<file path="config.mk">
export PLATFORM = sky130hd
export DESIGN_NAME = mcb_cmd_arbiter_flat
export DESIGN_NICKNAME = d
export VERILOG_FILES = /design/src/rtl/mcb_cmd_if.sv /design/src/rtl/mcb_cmd_arbiter.sv /design/src/flat_wrapper.sv
export SDC_FILE = /design/constraint.sdc
export NUM_CORES = 1
export LEC_CHECK = 0
export ABC_AREA = 1
export CORE_MARGIN = 2
export CORE_UTILIZATION = 35
export DETAILED_ROUTE_END_ITERATION = 16
export DONT_BUFFER_PORTS = 1
export PLACE_DENSITY_LB_ADDON = 0.08
export SLEW_MARGIN = 20
export SYNTH_ARGS = -nofsm -noshare
export SYNTH_HDL_FRONTEND = slang
export SYNTH_SLANG_ARGS = --single-unit
</file>
<file path="constraint.sdc">
create_clock -name clk -period 10.43 [get_ports clk]
set_clock_uncertainty 0.1 [all_clocks]
set_input_delay 2.086 -clock clk [delete_from_list [all_inputs] [get_ports clk]]
set_output_delay 2.086 -clock clk [all_outputs]
set_load 0.03 [all_outputs]
</file>
<file path="src/rtl/mcb_cmd_if.sv">
// mcb_cmd_if: requester, FIFO-status and controller command-port signals of the command arbiter
interface mcb_cmd_if #(
  parameter int ADDR_W = 30,
  parameter int BL_W   = 6,
  parameter int CNT_W  = 7
);
  logic              calib_done;
  logic              cmd_full;
  logic              w_req;
  logic [BL_W-1:0]   w_bl;
  logic [ADDR_W-1:0] w_addr;
  logic              w_ack;
  logic [CNT_W-1:0]  wr_count;
  logic              r_req;
  logic [BL_W-1:0]   r_bl;
  logic [ADDR_W-1:0] r_addr;
  logic              r_ack;
  logic [CNT_W-1:0]  rd_count;
  logic              r_data_push;
  logic              cmd_en;
  logic [2:0]        cmd_instr;
  logic [BL_W-1:0]   cmd_bl;
  logic [ADDR_W-1:0] cmd_addr;
  logic              busy;
  logic              rd_underflow;
  modport slave (
    input  calib_done, cmd_full, w_req, w_bl, w_addr, wr_count,
           r_req, r_bl, r_addr, rd_count, r_data_push,
    output w_ack, r_ack, cmd_en, cmd_instr, cmd_bl, cmd_addr, busy, rd_underflow
  );
  modport master (
    output calib_done, cmd_full, w_req, w_bl, w_addr, wr_count,
           r_req, r_bl, r_addr, rd_count, r_data_push,
    input  w_ack, r_ack, cmd_en, cmd_instr, cmd_bl, cmd_addr, busy, rd_underflow
  );
endinterface

</file>
<file path="src/rtl/mcb_cmd_arbiter.sv">
// mcb_cmd_arbiter: shares the DDR command port between write and read requesters with FIFO gating
module mcb_cmd_arbiter #(
  parameter int ADDR_W     = 30,
  parameter int BL_W       = 6,
  parameter int FIFO_DEPTH = 64,
  parameter int CNT_W      = 7,
  parameter int WR_URGENT  = 48
) (
  input logic     clk,
  input logic     reset_n,
  mcb_cmd_if.slave bus
);
  localparam int SW = CNT_W + 2;
  localparam int PW = CNT_W + 1;
  typedef enum logic [1:0] {IDLE, ISSUE, HOLD} state_t;
  state_t state, state_n;
  logic last_rd;
  logic [PW-1:0] rd_pending;
  logic w_elig, r_elig, can, gw, gr, pop;
  always_comb begin
    w_elig  = bus.w_req && SW'(bus.wr_count) >= SW'(bus.w_bl) + SW'(1);
    r_elig  = bus.r_req && SW'(bus.rd_count) + SW'(rd_pending) + SW'(bus.r_bl) + SW'(1) <= SW'(FIFO_DEPTH);
    can     = bus.calib_done && !bus.cmd_full && state == IDLE;
    gw      = can && w_elig && (!r_elig || bus.wr_count >= CNT_W'(WR_URGENT) || last_rd);
    gr      = can && r_elig && !gw;
    // a push coinciding with a new read grant is absorbed by the new burst, not an underflow
    pop     = bus.r_data_push && (rd_pending != '0 || gr);
    state_n = state == IDLE ? ((gw || gr) ? ISSUE : IDLE) : state == ISSUE ? HOLD : IDLE;
  end
  always_ff @(posedge clk) begin
    if (!reset_n) begin
      state            <= IDLE;
      last_rd          <= 1'b1;
      rd_pending       <= '0;
      bus.cmd_en       <= 1'b0;
      bus.w_ack        <= 1'b0;
      bus.r_ack        <= 1'b0;
      bus.busy         <= 1'b0;
      bus.rd_underflow <= 1'b0;
      bus.cmd_instr    <= '0;
      bus.cmd_bl       <= '0;
      bus.cmd_addr     <= '0;
    end else begin
      state      <= state_n;
      bus.cmd_en <= gw || gr;
      bus.w_ack  <= gw;
      bus.r_ack  <= gr;
      bus.busy   <= state_n != IDLE;
      rd_pending <= rd_pending + (gr ? PW'(bus.r_bl) + PW'(1) : '0) - PW'(pop);
      if (bus.r_data_push && !pop) bus.rd_underflow <= 1'b1;
      if (gw || gr) begin
        bus.cmd_instr <= gr ? 3'b001 : 3'b000;
        bus.cmd_bl    <= gr ? bus.r_bl : bus.w_bl;
        bus.cmd_addr  <= gr ? bus.r_addr : bus.w_addr;
        last_rd       <= gr;
      end
    end
  end
endmodule
</file>
<file path="src/flat_wrapper.sv">
// flat-port wrapper written by rule: the top's interface ports become plain ports
module mcb_cmd_arbiter_flat 
#(
  parameter int ADDR_W     = 30,
  parameter int BL_W       = 6,
  parameter int FIFO_DEPTH = 64,
  parameter int CNT_W      = 7,
  parameter int WR_URGENT  = 48
)
  (clk, reset_n, bus_calib_done, bus_cmd_full, bus_w_req, bus_w_bl, bus_w_addr, bus_wr_count, bus_r_req, bus_r_bl, bus_r_addr, bus_rd_count, bus_r_data_push, bus_w_ack, bus_r_ack, bus_cmd_en, bus_cmd_instr, bus_cmd_bl, bus_cmd_addr, bus_busy, bus_rd_underflow);
  mcb_cmd_if #(.ADDR_W(ADDR_W), .BL_W(BL_W), .CNT_W(CNT_W)) bus_i ();
  input logic clk;
  input logic reset_n;
  input wire logic [$bits(bus_i.calib_done)-1:0] bus_calib_done;
  input wire logic [$bits(bus_i.cmd_full)-1:0] bus_cmd_full;
  input wire logic [$bits(bus_i.w_req)-1:0] bus_w_req;
  input wire logic [$bits(bus_i.w_bl)-1:0] bus_w_bl;
  input wire logic [$bits(bus_i.w_addr)-1:0] bus_w_addr;
  input wire logic [$bits(bus_i.wr_count)-1:0] bus_wr_count;
  input wire logic [$bits(bus_i.r_req)-1:0] bus_r_req;
  input wire logic [$bits(bus_i.r_bl)-1:0] bus_r_bl;
  input wire logic [$bits(bus_i.r_addr)-1:0] bus_r_addr;
  input wire logic [$bits(bus_i.rd_count)-1:0] bus_rd_count;
  input wire logic [$bits(bus_i.r_data_push)-1:0] bus_r_data_push;
  output wire logic [$bits(bus_i.w_ack)-1:0] bus_w_ack;
  output wire logic [$bits(bus_i.r_ack)-1:0] bus_r_ack;
  output wire logic [$bits(bus_i.cmd_en)-1:0] bus_cmd_en;
  output wire logic [$bits(bus_i.cmd_instr)-1:0] bus_cmd_instr;
  output wire logic [$bits(bus_i.cmd_bl)-1:0] bus_cmd_bl;
  output wire logic [$bits(bus_i.cmd_addr)-1:0] bus_cmd_addr;
  output wire logic [$bits(bus_i.busy)-1:0] bus_busy;
  output wire logic [$bits(bus_i.rd_underflow)-1:0] bus_rd_underflow;
  assign bus_i.calib_done = bus_calib_done;
  assign bus_i.cmd_full = bus_cmd_full;
  assign bus_i.w_req = bus_w_req;
  assign bus_i.w_bl = bus_w_bl;
  assign bus_i.w_addr = bus_w_addr;
  assign bus_i.wr_count = bus_wr_count;
  assign bus_i.r_req = bus_r_req;
  assign bus_i.r_bl = bus_r_bl;
  assign bus_i.r_addr = bus_r_addr;
  assign bus_i.rd_count = bus_rd_count;
  assign bus_i.r_data_push = bus_r_data_push;
  assign bus_w_ack = bus_i.w_ack;
  assign bus_r_ack = bus_i.r_ack;
  assign bus_cmd_en = bus_i.cmd_en;
  assign bus_cmd_instr = bus_i.cmd_instr;
  assign bus_cmd_bl = bus_i.cmd_bl;
  assign bus_cmd_addr = bus_i.cmd_addr;
  assign bus_busy = bus_i.busy;
  assign bus_rd_underflow = bus_i.rd_underflow;
  mcb_cmd_arbiter #(.ADDR_W(ADDR_W), .BL_W(BL_W), .FIFO_DEPTH(FIFO_DEPTH), .CNT_W(CNT_W), .WR_URGENT(WR_URGENT)) u_core (.clk(clk), .reset_n(reset_n), .bus(bus_i));
endmodule
</file>
# Word-level counts from Yosys, hierarchy flattened
# Cells that the tools add are included.
# W data, S select, Z words.
[totals]
regBits = 55
in_bits = 93
output_inout_bits = 44
elab_cells = 50
[classes]
add_sub_neg = 7
n_lt_le_gt_ge = 3
eq_ne = 1
mux = 7
n_reduce_logical = 21
[ops]
columns = ["operator", "n"]
rows = [
  ["$mux W30", 1],
  ["$add A6 B1 Y7 const B", 2],
  ["$logic_and A1 B1 Y1", 10],
  ["$add A7 B8 Y9", 1],
  ["$add A9 B1 Y9 const B", 1],
  ["$add A9 B6 Y9", 1],
  ["$ge A7 B9 Y1", 1],
  ["$le A9 B7 Y1 const B", 1],
  ["$add A8 B8 Y8", 1],
  ["$mux W8", 1],
  ["$reduce_bool A8 Y1", 1],
  ["$sub A8 B1 Y8", 1],
  ["$ge A7 B6 Y1 const B", 1],
  ["$mux W6", 1],
  ["$logic_not A1 Y1", 4],
  ["$logic_or A1 B1 Y1", 4],
  ["$mux W2", 2],
  ["$eq A2 B1 Y1 const B", 1],
  ["$logic_not A2 Y1", 1],
  ["$mux W1", 2],
  ["$reduce_bool A2 Y1", 1],
]

# Longest topological paths before layout
# Gate-level depths: netlist (run 1).
[depth]
ltp_word = 15
mapped_depth = 33
depth_no_buf = 32

# Worst setup path after synthesis (run 1)
# No wires, ideal clock.
[synth_timing]
path_type = "input-to-reg"
start = "in bus_rd_count[1]"
end = "reg u_core.rd_pending[6]"
setup_ns = 0.119
t_arrival_ns = 5.837
t_required_ns = 10.211
setup_slack_ns = 4.374
path_stages = 27
path_buffers = 1
cell_sequence = "fa_1 fa_1 or2_2 nor2_1 nand3_1 nor2_1 a21oi_2 nor2_4 o211ai_4 buf_2 a21boi_1 ha_1 inv_1 ha_1 inv_1 fa_1 inv_1 a21o_1 a21oi_1 inv_1 nand2_1 inv_1 nor2_1 nor2_1 nor2_1 o21ai_0 a21oi_1"
[synth_via]
elab_chain_len = 14
word_cells_on_any_way = 17
classes_between = "add/sub: 5; order compare: 1; mux: 1; reduce/logical: 10"
[synth_rtl]
columns = ["element", "line", "text"]
rows = [
  ["from (decl)", "flat_wrapper.sv:23", "input wire logic [$bits(bus_i.rd_count)-1:0] bus_rd_count;"],
  ["$add A7 B8 Y9 *", "mcb_cmd_arbiter.sv:22", "r_elig = bus.r_req && SW'(bus.rd_count) + SW'(rd_pending) + SW'(bus.r_bl) + SW'(1) <= SW'(FIFO_DEPTH);"],
  ["$add A9 B6 Y9 *", "mcb_cmd_arbiter.sv:22", ""],
  ["$add A9 B1 Y9 *", "mcb_cmd_arbiter.sv:22", ""],
  ["$le A9 B7 Y1 *", "mcb_cmd_arbiter.sv:22", ""],
  ["$logic_and A1 B1 Y1 *", "mcb_cmd_arbiter.sv:22", ""],
  ["$logic_not A1 Y1", "mcb_cmd_arbiter.sv:24", "gw = can && w_elig && (!r_elig || bus.wr_count >= CNT_W'(WR_URGENT) || last_rd);"],
  ["$logic_or A1 B1 Y1 (2 in a row)", "mcb_cmd_arbiter.sv:24", ""],
  ["$logic_and A1 B1 Y1", "mcb_cmd_arbiter.sv:24", ""],
  ["$logic_not A1 Y1", "mcb_cmd_arbiter.sv:25", "gr = can && r_elig && !gw;"],
  ["$logic_and A1 B1 Y1 *", "mcb_cmd_arbiter.sv:25", ""],
  ["$mux W8 or $logic_or A1 B1 Y1 (tied branches)", "mcb_cmd_arbiter.sv:49, mcb_cmd_arbiter.sv:27", ""],
  ["$add A8 B8 Y8 or $logic_and A1 B1 Y1 (tied branches)", "mcb_cmd_arbiter.sv:49, mcb_cmd_arbiter.sv:27", ""],
  ["$sub A8 B1 Y8 *", "mcb_cmd_arbiter.sv:49", "rd_pending <= rd_pending + (gr ? PW'(bus.r_bl) + PW'(1) : '0) - PW'(pop);"],
  ["to (signal assigned)", "mcb_cmd_arbiter.sv:49", ""],
  ["to (decl)", "mcb_cmd_arbiter.sv:18", "logic [PW-1:0] rd_pending;"],
]
# Every way passes the cells marked *; elsewhere a longest branch is shown, timed or not.
# A chain may end at the register's enable or synchronous reset.

# Worst setup path after layout (run 1)
[layout_timing]
start = "in bus_rd_count[1]"
end = "reg u_core.rd_pending[7]"
# Same word-level chain as after synthesis.

==> metrics.yaml, run 1 <==
cts_buffer_depth: 2
dp_hpwl_mm: 7.62
grtUsageTotal: 0.170
path_class: "primary input to register"
routed_via_density: 4.72
post_cts.repair.setup_buffers: 0
vias: 3322
firstDrtPassIters: 6
postSynthAreaPerCell_um2: 6.54
r2r_cells: 24
timing.final.crit_share: 0.599
synth_edf_count: 0
powerDensity_nw_per_um2: 222
route.detailed.drc: 0
num_rows: 37
dr.first_iter.drc_count: 180
synth_top_area_frac: 0.282
path_max_fanout: 37
core-area_um2: 10400
gp_congestion: 0.783
routed_wl_mm: 9.84
critPathArrivalTime_ns: 6.36
wl_per_cell_um: 14.0
synth.distinct_cells: 33
setup_viol: 0
syn_area_um2: 3770
clock.fmax_mhz: 160
antenna_cells: 0
rsz0062_at_grt: "no"
die_y_um: 108
clock-sinks: 53
status: "complete, no violations"
finish.utilization: 0.380
grt_max_degree: 38
slew_viol_final: 0
io_buffers: 0
cts_made_buffers: 5
yosysSeqAreaShare: 0.282
synth_top_cell_by_area: "dfxtp_1"
synth_seq_cells: 53
tns_ns: 0
grt_pass1_vias: 3214
root_buffer: "clkbuf_8"
final_nets: 700
synthToLayoutAreaGrowth_pct: 4.75
endpoint_kind: "register"
drv_cap: 0
hold_depth: 2
synth_flop_cell: "dfxtp_1"
postSynthCellCount: 576
slew_headroom: 0.299
synth.area.top_cells: "dfxtp_1 (28%), nand2_1 (16%), inv_1 (13%)"
dieArea_um2: 11600
dieWidth_um: 108
synth_most_common_cell: "nand2_1"
tritoncts: "done"
final-hold-violation-count: 0
start_util: 0.363
netlist_top_cells_count: "nand2_1 (164), inv_1 (127), nand3_1 (84)"
async_flop_share: 0
hold_class: "register to register"
worstMarginPinSlew_ns: 1.05
max-vdd-ir-drop_mv: 0.0989
postCtsHoldBufs: 0
gr-total-overflow: 0
clk_pin_slew_worst_paths_ns: 0.11
power_leakage_nw: 2.23
antenna_found_initial: 0
detail-route-antenna-nets: 0
cp_data_required_time_ns: 10.54
cts_resized: 0
cts_max_level: 2
drive_above_1_share: 0.0405
startpoint_type: "primary input"
min_period_ns: 6.25
grt_pass1_wl_mm: 15.6
layout.cells.non_filler: 704
yosys_warnings: 0
dp.cells: 696
clock_latency_ns: 0.31
boundaryPins: 137
-- cell usage in the layout, fill, tap and decap left out, types with 2 or more instances in the layout --
cell,netlist,routed
nand4_1,6,6
xor2_1,5,5
inv_2,2,2
o21ai_0,8,8
dfxtp_1,53,53
a21oi_1,17,17
nand2_1,164,164
conb_1,1,2
nor2_1,26,26
nor2_4,2,2
clkbuf_8,0,5
nand2_2,5,5
nand3_1,84,84
fa_1,7,7
ha_1,33,33
xnor2_1,2,2
inv_1,127,127
nand3b_1,3,3
-- kinds of logic after synthesis --
family / share of synthesized area
adder cells (fa/ha/maj): 0.147
AO/OA/AOI/OAI: 0.0552
XOR/XNOR: 0.0163
AND/OR/NAND/NOR: 0.339
buffers and inverters: 0.160
flip-flops: 0.282
other: 0.000996
-- layout make-up --
| class | count | area [um2] |
|---|---|---|
| clock inverters | 3 | 43.8 |
| well taps | 136 | 170 |
| fillers | 1176 | 6420 |
| multi-input cells | 376 | 2110 |
| flip-flops and latches | 53 | 1060 |
| repair buffers | 1 | 7.51 |
| clock buffers | 5 | 68.8 |
| inverters | 130 | 488 |
-- stage by stage --
step | setup slack [ns] | cell area, um2 | hold slack (ns) | total power, W
final | 4.18 | 3950 | 0.377 | 0.000875
after global routing | 3.73 | 3950 | 0.402 | 0.000973
after CTS | 4.16 | 3950 | 0.379 | 0.000887
after detailed placement | 3.80 | 3830 | 0.361 | 0.000737
after global placement | 3.85 | 3830 | 0.348 | 0.000735
after floorplan | 4.37 | 3770 | 0.340 | 0.000650
-- where the power goes --
part	internal, W	total (W)	leakage [nW]	switching (W)
clock network	0.0000721	0.000144	0.0585	0.0000720
registers	0.000237	0.000300	0.432	0.0000636
logic	0.000161	0.000430	1.74	0.000269
total	0.000470	0.000875	2.23	0.000404
-- worst max-delay path, cell delays in order --
cell and delay (ns):
fa_1 0.52, fa_1 0.48, or2_2 0.29, nor2_1 0.12, nand3_1 0.08, nor2_1 0.17
a21oi_2 0.10, nor2_4 0.15, o211ai_4 0.37, inv_1 0.31, nand2_1 0.08, ha_1 0.27
inv_1 0.04, ha_1 0.33, a21oi_1 0.16, nand2_1 0.10, nand2_1 0.06, nand2_1 0.05
a21oi_1 0.19, nor2_1 0.06, nor2_1 0.08, o21bai_1 0.07, o21ai_0 0.14, a21oi_1 0.05
-- sequential cells by signal, summed over array words and instances, names as in the netlist --
register and flops:
u_core.bus.cmd_addr 30, u_core.last_rd 1, u_core.bus.busy 1, u_core.rd_pending 8
u_core.bus.cmd_en 1, u_core.bus.r_ack 1, u_core.bus.cmd_bl 6, u_core.bus.w_ack 1
u_core.state 2, u_core.bus.rd_underflow 1, u_core.bus.cmd_instr 1
-- worst paths after layout --
kind	startpoint	to	slack, ns
hold reg to reg	u_core.state[0]$_SDFF_PN0_	u_core.state[1]$_SDFF_PN0_	0.38
setup / recovery	bus_rd_count[1]	u_core.rd_pending[7]$_SDFF_PN0_	4.18
hold / removal	u_core.state[0]$_SDFF_PN0_	u_core.state[1]$_SDFF_PN0_	0.38
setup reg to reg	u_core.rd_pending[1]$_SDFF_PN0_	u_core.rd_pending[7]$_SDFF_PN0_	5.53
-- routing by layer --
layer  global-route usage  routed length (um)  vias up
met5                    0                   0        -
met4               0.0394                  72        0
met3               0.0496                 706        6
met2                0.299                4730       95
met1                0.203                4330     1481
li1                     -                   -     1740
Note: power is estimated with default switching activity, not from simulation.
==> run 2, diff against run 1 <==
==> constraint.sdc (replaced) <==
create_clock -name clk -period 5.92 [get_ports clk]
set_clock_uncertainty 0.1 [all_clocks]
set_input_delay 1.184 -clock clk [delete_from_list [all_inputs] [get_ports clk]]
set_output_delay 1.184 -clock clk [all_outputs]
set_load 0.03 [all_outputs]
==> metrics.yaml, run 2 (same netlist as run 1, synthesis figures left out) <==
status: "complete, no violations"
tritoncts: "done"
fill_cells: 1144
setup_viol: 0
grt_pass1_vias: 3162
worstMarginPinSlew_ns: 0.862
dieArea_um2: 11600
max-vdd-ir-drop_mv: 0.217
io_buffers: 0
route.detailed.drc: 0
power_leakage_nw: 2.23
slowest_delay_ns: 0.52
grtUsageTotal: 0.169
die_y_um: 108
min_period_ns: 4.97
finish.utilization: 0.380
antenna_found_initial: 0
min_from: "u_core.state[0]$_SDFF_PN0_"
grt_pass1_wl_mm: 15.5
drive_above_1_share: 0.0438
wl_per_cell_um: 13.9
hold_class: "register to register"
gp_congestion: 0.808
final_common_cell: "nand2_1"
num_rows: 37
path_class: "primary input to register"
clock.fmax_mhz: 201
firstDrtPassIters: 4
start_util: 0.363
timing.final.crit_share: 0.839
critPathArrivalTime_ns: 5.06
reg2reg_to: "u_core.rd_pending[7]$_SDFF_PN0_"
path_max_fanout: 7
vias: 3369
post_cts.repair.setup_buffers: 0
largest_register_ffs: 30
drv_cap: 0
r2r_slack_ns: 1.41
endpoint_kind: "register"
dp_hpwl_mm: 7.77
startpoint_type: "primary input"
grt_max_degree: 37
r2r_cells: 24
antenna_cells: 0
crit_family: "adder cells"
r2r-start: "u_core.rd_pending[1]$_SDFF_PN0_"
routed_wl_mm: 9.82
boundaryPins: 137
dieWidth_um: 108
clk_pin_slew_worst_paths_ns: 0.10
top_regs: "u_core.bus.cmd_addr (30), u_core.rd_pending (8), u_core.bus.cmd_bl (6)"
clkPwrFrac: 0.136
slew_viol_final: 0
slowest_stage: "fa_1"
postCtsHoldBufs: 0
cts_made_buffers: 5
switching_share: 0.474
worstHoldEndpoint: "u_core.state[1]$_SDFF_PN0_"
slew_headroom: 0.424
path_cells: "fa_1, fa_1, or2_2, nor2_1, nand3_1, nor2_1, a21oi_2, nor2_4, o211ai_4, inv_1, nand2_1, ha_1, inv_1, ha_1, a21oi_1, nand2_1, nand2_1, nand2_1, a21oi_1, nor2_1, nor2_1, o21bai_1, o21ai_0, a21oi_1"
final_nets: 703
crit_buf_inv: 2
power_frac_comb: 0.511
detail-route-antenna-nets: 0
rsz0062_at_grt: "no"
hold_depth: 2
gr-total-overflow: 0
dr.first_iter.drc_count: 209
seqPwrFrac: 0.352
cts_buffer_depth: 2
p_switching_w: 0.000710
routed_via_density: 4.77
whs_ns: 0.360
cp_data_required_time_ns: 6.02
final_cell_mix: "nand2_1 (164), inv_1 (127), nand3_1 (84), dfxtp_1 (53), ha_1 (33)"
tns_ns: 0
final-hold-violation-count: 0
clock-sinks: 53
regMostFlops: "u_core.bus.cmd_addr"
clock_latency_ns: 0.30
powerDensity_nw_per_um2: 380
cts_max_level: 2
synthToLayoutAreaGrowth_pct: 4.68
core-area_um2: 10400
root_buffer: "clkbuf_8"
cts_resized: 0
power.internal_w: 0.000788
==> run 2: cell types whose count changed in the layout (fill, tap and decap cells not counted), sizes merged <==
cell	delta
buf	+3
clkinvlp	+2
bufinv	-1
inv	-1
clkbuf	+1
clkinv	-1
==> run 2: final cells by class <==
cell class                 count  area, um2  share of cell area
clock buffer                   6       72.6              0.0184
inverter                     130        488               0.124
clock inverter                 2       15.0             0.00381
timing repair buffer           4       30.0             0.00762
tap                          136        170              0.0432
multi-input combinational    376       2110               0.534
sequential                    53       1060               0.269
==> run 2: worst max path at each step <==
stage	start	to	slack (ns)	cells after the start
after CTS	bus_rd_count[1]	u_core.rd_pending[7]$_SDFF_PN0_	0.95	24
final	bus_rd_count[1]	u_core.rd_pending[7]$_SDFF_PN0_	0.95	24
after detailed placement	bus_rd_count[1]	u_core.rd_pending[7]$_SDFF_PN0_	0.63	24
after global placement	bus_rd_count[1]	u_core.rd_pending[7]$_SDFF_PN0_	0.69	24
after floorplan	bus_rd_count[1]	u_core.rd_pending[6]$_SDFF_PN0_	0.77	27
after global routing	bus_rd_count[0]	u_core.rd_pending[7]$_SDFF_PN0_	0.54	27
==> run 2: power by group through the flow <==
| stage | clock [W] | combinational [W] | sequential (W) |
|---|---|---|---|
| finish | 0.000204 | 0.000766 | 0.000528 |
| global route | 0.000233 | 0.000899 | 0.000535 |
| CTS | 0.000218 | 0.000774 | 0.000528 |
| detailed placement | 0 | 0.000768 | 0.000537 |
| global placement | 0 | 0.000756 | 0.000537 |
| floorplan | 0 | 0.000628 | 0.000518 |
==> run 2: routing by layer <==
| metal | vias up | global-route usage | part of all wire |
|---|---|---|---|
| li1 | 1750 | - | - |
| met1 | 1504 | 0.205 | 0.44 |
| met2 | 105 | 0.292 | 0.47 |
| met3 | 10 | 0.0472 | 0.074 |
| met4 | 0 | 0.0440 | 0.013 |
| met5 | - | 0 | 0 |
==> run 2: stage by stage <==
| stage | power [W] | worst slack [ns] | instances | instance area [um2] |
|---|---|---|---|---|
| 2_1_floorplan | 0.00115 | 0.766 | 577 | 3770 |
| 3_3_place_gp | 0.00129 | 0.688 | 699 | 3850 |
| 3_5_place_dp | 0.00130 | 0.626 | 699 | 3850 |
| 4_1_cts | 0.00152 | 0.949 | 707 | 3940 |
| 5_1_grt | 0.00167 | 0.543 | 707 | 3940 |
| 6_report | 0.00150 | 0.954 | 707 | 3940 |
==> run 2: worst register-to-register path, cell delays in order (launching register included) <==
cell,delay (ns)
dfxtp_1,0.44
fa_1,0.50
fa_1,0.47
or2_2,0.31
nor2_1,0.11
nand3_1,0.08
nor2_1,0.16
a21oi_2,0.10
nor2_4,0.14
o211ai_4,0.11
inv_1,0.16
nand2_1,0.08
ha_1,0.27
inv_1,0.04
ha_1,0.33
a21oi_1,0.16
nand2_1,0.09
nand2_1,0.07
nand2_1,0.05
a21oi_1,0.20
nor2_1,0.06
nor2_1,0.08
o21bai_1,0.08
o21ai_0,0.15
a21oi_1,0.05
